==> src/rtl/abl_pkg.sv <==
// Shared definitions for the address-low sequencer: state and mode encodings,
// the address-low op codes and the decoded control bundle.
package abl_pkg;

  typedef enum logic [2:0] {
    StIdle    = 3'd0,
    StOpr     = 3'd1,
    StOpr2    = 3'd2,
    StAddr    = 3'd3,
    StBr      = 3'd4,
    StRestore = 3'd5
  } abl_state_e;

  typedef enum logic [2:0] {
    ModeZp     = 3'd0,
    ModeZpx    = 3'd1,
    ModeAbs    = 3'd2,
    ModeAbsx   = 3'd3,
    ModeBranch = 3'd4
  } abl_mode_e;

  // op[3:2] base: 00 zero, 01 PCL, 10 AHL, 11 DB-if-cond.
  // op[1:0] sum : 00 REG+ci, 01 base+REG+ci, 10 base+ci, 11 base+ABL+ci.
  localparam logic [3:0] OpPass    = 4'b0011;  // ABL+ci: hold or step the low byte
  localparam logic [3:0] OpZp      = 4'b1110;  // DB+ci
  localparam logic [3:0] OpZpx     = 4'b1101;  // DB+REG+ci
  localparam logic [3:0] OpAbs     = 4'b1010;  // AHL+ci
  localparam logic [3:0] OpAbsx    = 4'b1001;  // AHL+REG+ci
  localparam logic [3:0] OpBranch  = 4'b1111;  // offset+ABL+ci when taken
  localparam logic [3:0] OpRestore = 4'b0110;  // PCL+ci

  typedef struct packed {
    logic [3:0] op;
    logic       ci;
    logic       cond;
    logic       ld_ahl;
    logic       ld_pc;
    logic       inc_pc;
  } abl_ctrl_t;

  // Codes 5-7 are reserved and never start a sequence.
  function automatic logic mode_valid(input logic [2:0] m);
    return m <= 3'd4;
  endfunction

endpackage

==> src/rtl/abl_seq_dec.sv <==
// Output decode for the address-low sequencer.
// Ports:
//   state_i  - registered sequencer state
//   mode_i   - mode latched at sequence start
//   taken_i  - branch condition, only visible through cond in BR
//   ctrl_o   - op, ci, cond, ld_ahl, ld_pc, inc_pc
module abl_seq_dec
  import abl_pkg::*;
(
  input  abl_state_e state_i,
  input  abl_mode_e  mode_i,
  input  logic       taken_i,
  output abl_ctrl_t  ctrl_o
);

  always_comb begin
    ctrl_o.op     = OpPass;
    ctrl_o.ci     = 1'b0;
    ctrl_o.cond   = 1'b0;
    ctrl_o.ld_ahl = 1'b0;
    ctrl_o.ld_pc  = 1'b0;
    ctrl_o.inc_pc = 1'b0;
    unique case (state_i)
      StIdle: begin
      end
      StOpr: begin
        ctrl_o.ci     = 1'b1;
        ctrl_o.ld_ahl = 1'b1;
        ctrl_o.ld_pc  = 1'b1;
        ctrl_o.inc_pc = 1'b1;
      end
      StOpr2: begin
        ctrl_o.ci     = 1'b1;
        ctrl_o.ld_pc  = 1'b1;
        ctrl_o.inc_pc = 1'b1;
      end
      StAddr: begin
        ctrl_o.ld_pc  = 1'b1;
        ctrl_o.inc_pc = 1'b1;
        unique case (mode_i)
          ModeZp: begin
            ctrl_o.op   = OpZp;
            ctrl_o.cond = 1'b1;
          end
          ModeZpx: begin
            ctrl_o.op   = OpZpx;
            ctrl_o.cond = 1'b1;
          end
          ModeAbs:  ctrl_o.op = OpAbs;
          ModeAbsx: ctrl_o.op = OpAbsx;
          // Branch never reaches ADDR; fall back to the idle vector.
          default: begin
            ctrl_o.ld_pc  = 1'b0;
            ctrl_o.inc_pc = 1'b0;
          end
        endcase
      end
      StBr: begin
        ctrl_o.op     = OpBranch;
        ctrl_o.ci     = 1'b1;
        ctrl_o.cond   = taken_i;
        ctrl_o.ld_pc  = 1'b1;
        ctrl_o.inc_pc = 1'b1;
      end
      StRestore: ctrl_o.op = OpRestore;
      default: begin
      end
    endcase
  end

endmodule

==> src/rtl/abl_seq.sv <==
// Address-low sequencer: steps through operand fetch, effective-address
// formation and PC restore for ZP/ZPX/ABS/ABSX/BRANCH addressing.
// Ports:
//   clk, reset      - clock, synchronous active-high reset
//   rdy, halt       - state advances only when rdy=1 and halt=0
//   start, mode     - launch request and addressing mode (sampled in IDLE)
//   taken, co       - branch condition, address-low adder carry out
//   op, ci, cond    - adder operation, carry input, base qualifier
//   ld_ahl, ld_pc, inc_pc - register load strobes
//   busy, done      - sequence active, final-cycle pulse
//   page_x          - carry captured from the index or branch add
module abl_seq
  import abl_pkg::*;
(
  input  logic       clk,
  input  logic       reset,
  input  logic       rdy,
  input  logic       halt,
  input  logic       start,
  input  logic [2:0] mode,
  input  logic       taken,
  input  logic       co,
  output logic [3:0] op,
  output logic       ci,
  output logic       cond,
  output logic       ld_ahl,
  output logic       ld_pc,
  output logic       inc_pc,
  output logic       busy,
  output logic       done,
  output logic       page_x
);

  abl_state_e state_q, state_d;
  abl_mode_e  mode_q, mode_d;
  logic       page_x_q, page_x_d;
  logic       adv;
  abl_ctrl_t  ctrl;

  assign adv = rdy & ~halt;

  always_comb begin
    state_d  = state_q;
    mode_d   = mode_q;
    page_x_d = page_x_q;
    if (adv) begin
      unique case (state_q)
        StIdle: begin
          if (start && mode_valid(mode)) begin
            state_d  = StOpr;
            mode_d   = abl_mode_e'(mode);
            page_x_d = 1'b0;
          end
        end
        StOpr: begin
          if (mode_q == ModeAbs || mode_q == ModeAbsx) begin
            state_d = StOpr2;
          end else if (mode_q == ModeBranch) begin
            state_d = StBr;
          end else begin
            state_d = StAddr;
          end
        end
        StOpr2: state_d = StAddr;
        StAddr: begin
          state_d = StRestore;
          if (mode_q == ModeAbsx) begin
            page_x_d = co;
          end
        end
        StBr: begin
          state_d  = StIdle;
          page_x_d = co;
        end
        StRestore: state_d = StIdle;
        default:   state_d = StIdle;
      endcase
    end
  end

  always_ff @(posedge clk) begin
    if (reset) begin
      state_q  <= StIdle;
      mode_q   <= ModeZp;
      page_x_q <= 1'b0;
    end else begin
      state_q  <= state_d;
      mode_q   <= mode_d;
      page_x_q <= page_x_d;
    end
  end

  abl_seq_dec u_dec (
    .state_i (state_q),
    .mode_i  (mode_q),
    .taken_i (taken),
    .ctrl_o  (ctrl)
  );

  assign op     = ctrl.op;
  assign ci     = ctrl.ci;
  assign cond   = ctrl.cond;
  assign ld_ahl = ctrl.ld_ahl;
  assign ld_pc  = ctrl.ld_pc;
  assign inc_pc = ctrl.inc_pc;
  assign busy   = (state_q != StIdle);
  assign page_x = page_x_q;

  // Qualified by the advance so a stalled final state cannot pulse twice;
  // gated by reset so an aborted sequence never reports completion.
  assign done = ((state_q == StRestore) || (state_q == StBr)) & adv & ~reset;

endmodule

==> config.mk <==
export PLATFORM = sky130hd
export DESIGN_NAME = abl_seq
export DESIGN_NICKNAME = d
export VERILOG_FILES = /design/src/rtl/abl_pkg.sv /design/src/rtl/abl_seq_dec.sv /design/src/rtl/abl_seq.sv
export SDC_FILE = /design/constraint.sdc
export NUM_CORES = 1
export LEC_CHECK = 0
export CAP_MARGIN = 20
export CORE_MARGIN = 4
export CORE_UTILIZATION = 45
export CTS_CLUSTER_DIAMETER = 120
export DETAILED_ROUTE_END_ITERATION = 8
export GPL_TIMING_DRIVEN = 0
export MAX_ROUTING_LAYER = met4
export PLACE_DENSITY = 0.78
export SLEW_MARGIN = 20
export SYNTH_ARGS = -nofsm -noshare
export SYNTH_HDL_FRONTEND = slang
export SYNTH_HIERARCHICAL = 1
export SYNTH_SLANG_ARGS = --single-unit
==> constraint.sdc <==
create_clock -name clk -period 5.1 [get_ports clk]
set_clock_uncertainty 0.15 [all_clocks]
set_input_delay 1.02 -clock clk [delete_from_list [all_inputs] [get_ports clk]]
set_output_delay 1.02 -clock clk [all_outputs]
set_load 0.01 [all_outputs]
==> results.md, run 1 <==
* CTS tree: done
* Hold Crit Class: flip-flop to flip-flop
* Worst Path Required at a little under 4 ns
* Grt total ovfl at 0
* Number of CTS-inserted buffers at 3
* TritonCTS Sinks at 7
* Yosys top cell by area: dfxtp_1
* Critical path's largest stage delay at 0.53 ns
* DR vias/cell at roughly 5.7
* Yosys reg bits at 7
* CTS Hold Buffers Added at 0
* Worst-Margin Slew at 0.428 ns
* Mapped Cells at between 60 and 70
* Synth top area cells: dfxtp_1 (24%), mux2i_1 (5.1%), nor2b_1 (4.2%)
* Number of global-route vias before repair at ~500
* Syn Area/Cell at just under 9 sq um
* Slew Limit Fails at 0
* Share of the clock period used by the worst path at just over 70%
* Status: completed
* Power Total at around 150 uW
* Crit path buffers/inverters at 2
* I/O pin cnt at 22
* Crit-path slowest cell: clkdlybuf4s50_1
* Crit start category: input pin
* H-tree levels at 1
* Critical-path cell list: clkdlybuf4s50_1, nand2b_1, nor2_1, and3_1, clkdlybuf4s50_1
* Share of the synthesized area in the top cell type at between 20% and 30%
* Hold Fails Final Rpt at 0
* Die H at ~44 um
* Crit path max-delay family: buffers and inverters
* Fin crit period at between 3 and 4 ns
* Pwr dens at ~180 nW/um^2
* Ant diodes at 0
* Synth warn at 6
* Syn nets at between 70 and 80
* Routed vias at slightly below 600
* Routed Antenna Nets at 0
* Worst skew pair latency at roughly 0.25 ns
* Site Rows at 12
* GRT Resource Usage Total at approximately 17%
* PostCTS Resize Cnt at 0
* Netlist cell types at 41
* CTS clk-pin slew, worst paths at ~0.05 ns
* IO buf count at 20
* GPL Wtd Cong at about 0.73
* F_max at between 200 and 300 MHz
* Initial DRC count at 5
* Most frequent cell on the critical path: clkdlybuf4s50_1
* Core region area at ~1200 sq um
* Final setup viols at 0
* WL per Instance at between 10 and 15 um
* Setup WS pre-CTS at 1.43 ns
* Setup ws final at 1.41 ns
* RSZ-0062 raised after global routing: false
* Largest net degree at the start of global routing at 17
* Area Growth Syn to Fin at 41.6%
* DRC violation count after routing at 0
* Register area share after synthesis at between 20% and 30%
* Setup CP Type: input pin to output pin
* Netlist area before placement at a little under 600 sq um
* Crit path capture type: output pin
* Setup TNS at 0 ns
* Final net count at ~100
* Crit-path max FO at 6
* First-pass DRT Iterations at 4
* Slew margin rel. at a little under three quarters
* Commonest non-fill, non-tap cell in the layout: clkdlybuf4s50_1
* Commonest cells after routing, fill and taps aside: clkdlybuf4s50_1 (20), dfxtp_1 (7), nor2_1 (6)
* Root Driver: clkbuf_4
* Setup bufs post-CTS at 0
* Worst Setup SP: halt
* Die X at ~44 um
* Lkg Pwr at approximately 0.00034 uW
* Initial antenna violation count at 0
* HP Start: mode_q[1]
* RR Startpoint: state_q[2]
* Post-DP Area at between 800 and 900 sq um
* Layout Cell Area excl Fill at ~830 sq um
* Initial Util at between 50% and 60%
* Max Buffers Root-to-Sink at 2
* First-pass GRT wire length at around 2300 um
* Max-cap viol count at 0
* Crit path DAT at around 2.5 ns
* Worst IR Drop VDD at between 0.15 and 0.2 mV
* Die area at 1950 sq um
* DP HPWL at 1140 um
* Share of cells above drive strength 1 at 17.6%
* Final wirelength at 1390 um
power by group:
group	internal, uW	total (uW)	switching [uW]
combinational	21.6	37.9	16.3
clock	28.6	49.7	21.1
sequential	56.2	58.9	2.76
flip-flops by register name (all words and copies together) (netlist names):
| name | count |
|---|---|
| page_x | 1 |
| state_q | 3 |
| mode_q | 3 |
worst reg2reg max path, cell delays in order (launching register included):
cell	delay [ns]
dfxtp_1	0.58
and3b_1	0.26
o21ai_2	0.15
o41ai_2	0.09
a311o_1	0.32
per-layer routing:
metal	GRT usage, %	share of wire (%)	wire length, um	vias to the layer above
met5	-	0	0	-
met4	6.02	1.5	21	0
met3	7.72	5.3	73	2
met2	26.7	50	696	13
met1	18.0	43	593	279
li1	-	-	-	301
logic make-up (layout without fill, tap and decap cells):
| group | after synthesis | after routing | share of synthesized area, % |
|---|---|---|---|
| DFF | 7 | 7 | 23.8 |
| buffers and inverters | 7 | 31 | 6.58 |
| muxes | 3 | 3 | 5.10 |
| xor gates and xnor gates | 1 | 1 | 1.49 |
| AOI/OAI and AO/OA | 19 | 19 | 27.4 |
| and+or+nand+nor | 30 | 30 | 35.7 |
synthesized netlist by cell type:
cell type  n
nor3b_1    2
nor2b_1    4
a22oi_1    1
o21ai_0    4
nor3_1     1
nor2_1     6
buf_2      1
o21bai_1   1
or3_4      1
nand4bb_1  1
mux2i_1    3
buf_4      1
clkbuf_1   1
a31oi_1    1
o2111a_1   1
o41ai_2    1
a21oi_1    1
a21boi_0   1
nand2_1    3
nor4b_1    1
inv_1      3
a311o_1    1
buf_6      1
xnor2_1    1
or3b_4     1
and3b_1    1
nand4b_4   1
nand2b_1   2
nor3b_2    1
nand3_1    1
and2b_1    1
o21ai_4    1
o211ai_1   2
a32oi_2    1
nor4_1     1
o32ai_1    1
or2_2      1
and3_1     1
o21ai_1    1
o21ai_2    1
dfxtp_1    7
cell type report:
cell class | instances | area, sq um
flip-flops and latches | 7 | 140
fillers | 87 | 337
clock inverters | 1 | 5.00
plain buffers | 4 | 27.5
clock buffers | 3 | 22.5
well taps | 14 | 17.5
multi-input cells | 53 | 410
repair buffers | 20 | 200
inverters | 3 | 11.3
path summary, 6_finish.rpt:
path / slack, ns / cells after the start / end
min: 0.43 / 2 / mode_q[1]
max: 1.41 / 5 / done
min reg2reg: 0.43 / 2 / mode_q[1]
max reg2reg: 3.45 / 4 / page_x
through the flow:
stage	instances	util, %	hold slack [ns]
after CTS	105	71.3	0.442
after floorplan	67	-	0.371
after global placement	101	68.9	0.423
after detailed placement	101	68.9	0.431
final	105	71.3	0.428
after global routing	105	71.3	0.473
Note: power is estimated with default switching activity, not from simulation.
==> run 2, diff against run 1 <==
Settings changed: CORE_UTILIZATION 45 to 38, PLACE_DENSITY 0.78 to 0.7.
Clock period 5.1 ns to 3 ns, I/O delays scaled along.
==> run 2 against run 1 <==
First-iteration DRC count stayed put. Register-to-register slack worse by 2.1 ns. Worst setup slack worse by 1.3 ns. Wire length is 4.0% lower. Clock power is 82% higher. Hold slack worse by 0.0094 ns. Sequential power is 70% higher. Utilization is 11 points lower. Critical path depth is 1 lower. Via count is 3.5% lower. Clock-buffer cell count is 1 higher. Global-route usage is 1.7 points lower.
==> results.md, run 2 (same netlist as run 1, synthesis figures left out) <==
* Worst-Margin Slew at 0.450 ns (+0.0224 ns)
* Hold path depth at 2 (unchanged)
* F_max at about 340 MHz
* FF+latch area at 140 sq um (unchanged)
* Crit-path max FO at 16 (+10)
* PostCTS Resize Cnt at 0 (unchanged)
* Share of cells above drive strength 1 at 16.5% (-1.1 points)
* Critical-path cell list: or3b_4, a32oi_2, buf_4, clkdlybuf4s50_1
* Number of CTS-inserted buffers at 3 (unchanged)
* Switch Pwr at 71.2 uW (+77%)
* Max Buffers Root-to-Sink at 2 (unchanged)
* Filler cells at 120 (+38%)
* Crit path DAT at 2.15 ns (-0.37 ns)
* Routed Antenna Nets at 0 (unchanged)
* Hold Fails Final Rpt at 0 (unchanged)
* CP Depth at 4 (-1)
* Setup TNS at 0 ns (unchanged)
* DRC violation count after routing at 0 (unchanged)
* Critical path's largest stage delay at 0.59 ns (+0.06 ns)
* Number of global-route vias before repair at 531 (+5.8%)
* Setup CP Type: flip-flop to output pin
* Slew margin rel. at 69.9% (-1.5 points)
* DR vias/cell at 5.42 (-4.4%)
* Final setup viols at 0 (unchanged)
* Core region area at 1380 sq um (+18%)
* Slew Limit Fails at 0 (unchanged)
* Comb pwr share at 25.1% (-0.8 points)
* Worst skew pair latency at 0.26 ns (about the same)
* Routed vias at 574 (-3.5%)
* First-pass GRT wire length at 2260 um (-1.2%)
* Clock power frac at 35.6% (+1.7 points)
* Die X at 47.4 um (+7.2%)
* Largest net degree at the start of global routing at 17 (unchanged)
* Ant diodes at 0 (unchanged)
* Final wirelength at 1330 um (-4.0%)
* DP HPWL at 1010 um (-11%)
* Placed cells at 102 (+0.99%)
* Commonest cells after routing, fill and taps aside: clkdlybuf4s50_1 (20), dfxtp_1 (7), nor2_1 (6)
* CTS clk-pin slew, worst paths at 0.06 ns (about the same)
* RSZ-0062 raised after global routing: false
* Die H at 47.4 um (+7.2%)
* TritonCTS Sinks at 7 (unchanged)
* Die area at 2240 sq um (+15%)
* FF-to-FF path depth at 4 (unchanged)
* Worst Path Required at 2.25 ns (-1.68 ns)
* Crit path capture type: output pin
* Max-cap viol count at 0 (unchanged)
* Crit path buffers/inverters at 2 (unchanged)
* Crit path max-delay family: buffers and inverters
* P_int at 183 uW (+72%)
* Area Growth Syn to Fin at 41.6% (unchanged)
* CTS tree: done
* Fin crit period at around 2.9 ns
* Flop pwr share at 39.3% (-0.9 points)
* Setup bufs post-CTS at 0 (unchanged)
* Worst IR Drop VDD at 0.240 mV (+50%)
* Status: completed
* Multi-input logic area at 410 sq um (unchanged)
* Non-Filler Instances at 106 (+0.95%)
* WL per Instance at 12.5 um (-4.9%)
* Lkg Pwr at 0.000341 uW (-0.79%)
* Share of the clock period used by the worst path at a little over nine tenths
* Initial Util at 42.6% (-7.7 points)
* Sw Ratio at 28.0% (+0.58 points)
* H-tree levels at 1 (unchanged)
* GRT Resource Usage Total at 15.0% (-1.7 points)
* Final net count at 102 (unchanged)
* First-pass DRT Iterations at 2 (-2)
* Grt total ovfl at 0 (unchanged)
* Crit-path slowest cell: dfxtp_1
* Commonest non-fill, non-tap cell in the layout: clkdlybuf4s50_1
* Initial antenna violation count at 0 (unchanged)
* Pwr dens at 305 nW/um^2 (+74%)
* Hold Crit Class: flip-flop to flip-flop
* Root Driver: clkbuf_4
* GPL Wtd Cong at 0.791 (+8.7%)
* Crit start category: flip-flop
* Initial DRC count at 5 (unchanged)
* CTS Hold Buffers Added at 0 (unchanged)
* IO buf count at 20 (unchanged)
* Site Rows at 13 (+1)
* I/O pin cnt at 22 (unchanged)
## run 2: per-layer routing
metal / global-route usage (%) / up-vias / routed length, um
li1: - / 298 / -
met5: - / - / 0
met1: 18.4 / 253 / 618
met2: 22.2 / 18 / 592
met3: 2.30 / 5 / 78
met4: 9.94 / 0 / 40
## run 2: layout make-up
type | instances | area share, %
plain buffers | 4 | 3.30
flip-flops and latches | 7 | 16.8
well taps | 15 | 2.25
clock buffers | 4 | 3.15
inverters | 3 | 1.35
repair buffers | 20 | 24.0
multi-input cells | 53 | 49.2
## run 2: metrics by stage
step	total power [uW]	worst slack [ns]	util (%)	cell area [sq um]	hold WS [ns]
4_1_cts	256	0.105	60.4	835	0.431
6_report	254	0.0998	60.4	835	0.418
3_3_place_gp	165	0.151	58.5	808	0.405
5_1_grt	266	0.000649	60.4	835	0.464
3_5_place_dp	166	0.144	58.5	808	0.426
2_1_floorplan	135	0.944	-	589	0.371
## run 2: worst reg2reg max path: cells and delay by family (launching register included)
kind             cells  cell delay (ns)
AO/OA/AOI/OAI        3             0.57
flip-flops           1             0.59
AND/OR/NAND/NOR      1             0.26
## run 2: power groups by stage
| stage | Clock (uW) | Sequential (uW) | Combinational (uW) |
|---|---|---|---|
| global route | 94.8 | 101 | 69.8 |
| CTS | 91.2 | 100 | 64.3 |
| finish | 90.6 | 99.9 | 63.9 |
| floorplan | 0 | 101 | 34.5 |
| global placement | 0 | 102 | 63.2 |
| detailed placement | 0 | 102 | 64.0 |
## run 2: worst paths after layout
path	slack [ns]	endpoint	start
min reg2reg	0.42	mode_q[1]	mode_q[1]
max	0.1	ld_pc	state_q[2]
min	0.42	mode_q[1]	mode_q[1]
max reg2reg	1.31	page_x	state_q[2]
==> run 3, diff against run 2 <==
Settings changed: CTS_CLUSTER_SIZE set to 12.
==> results of run 3 <==
The final DEF is identical to that of run 2; final timing and power are the same.
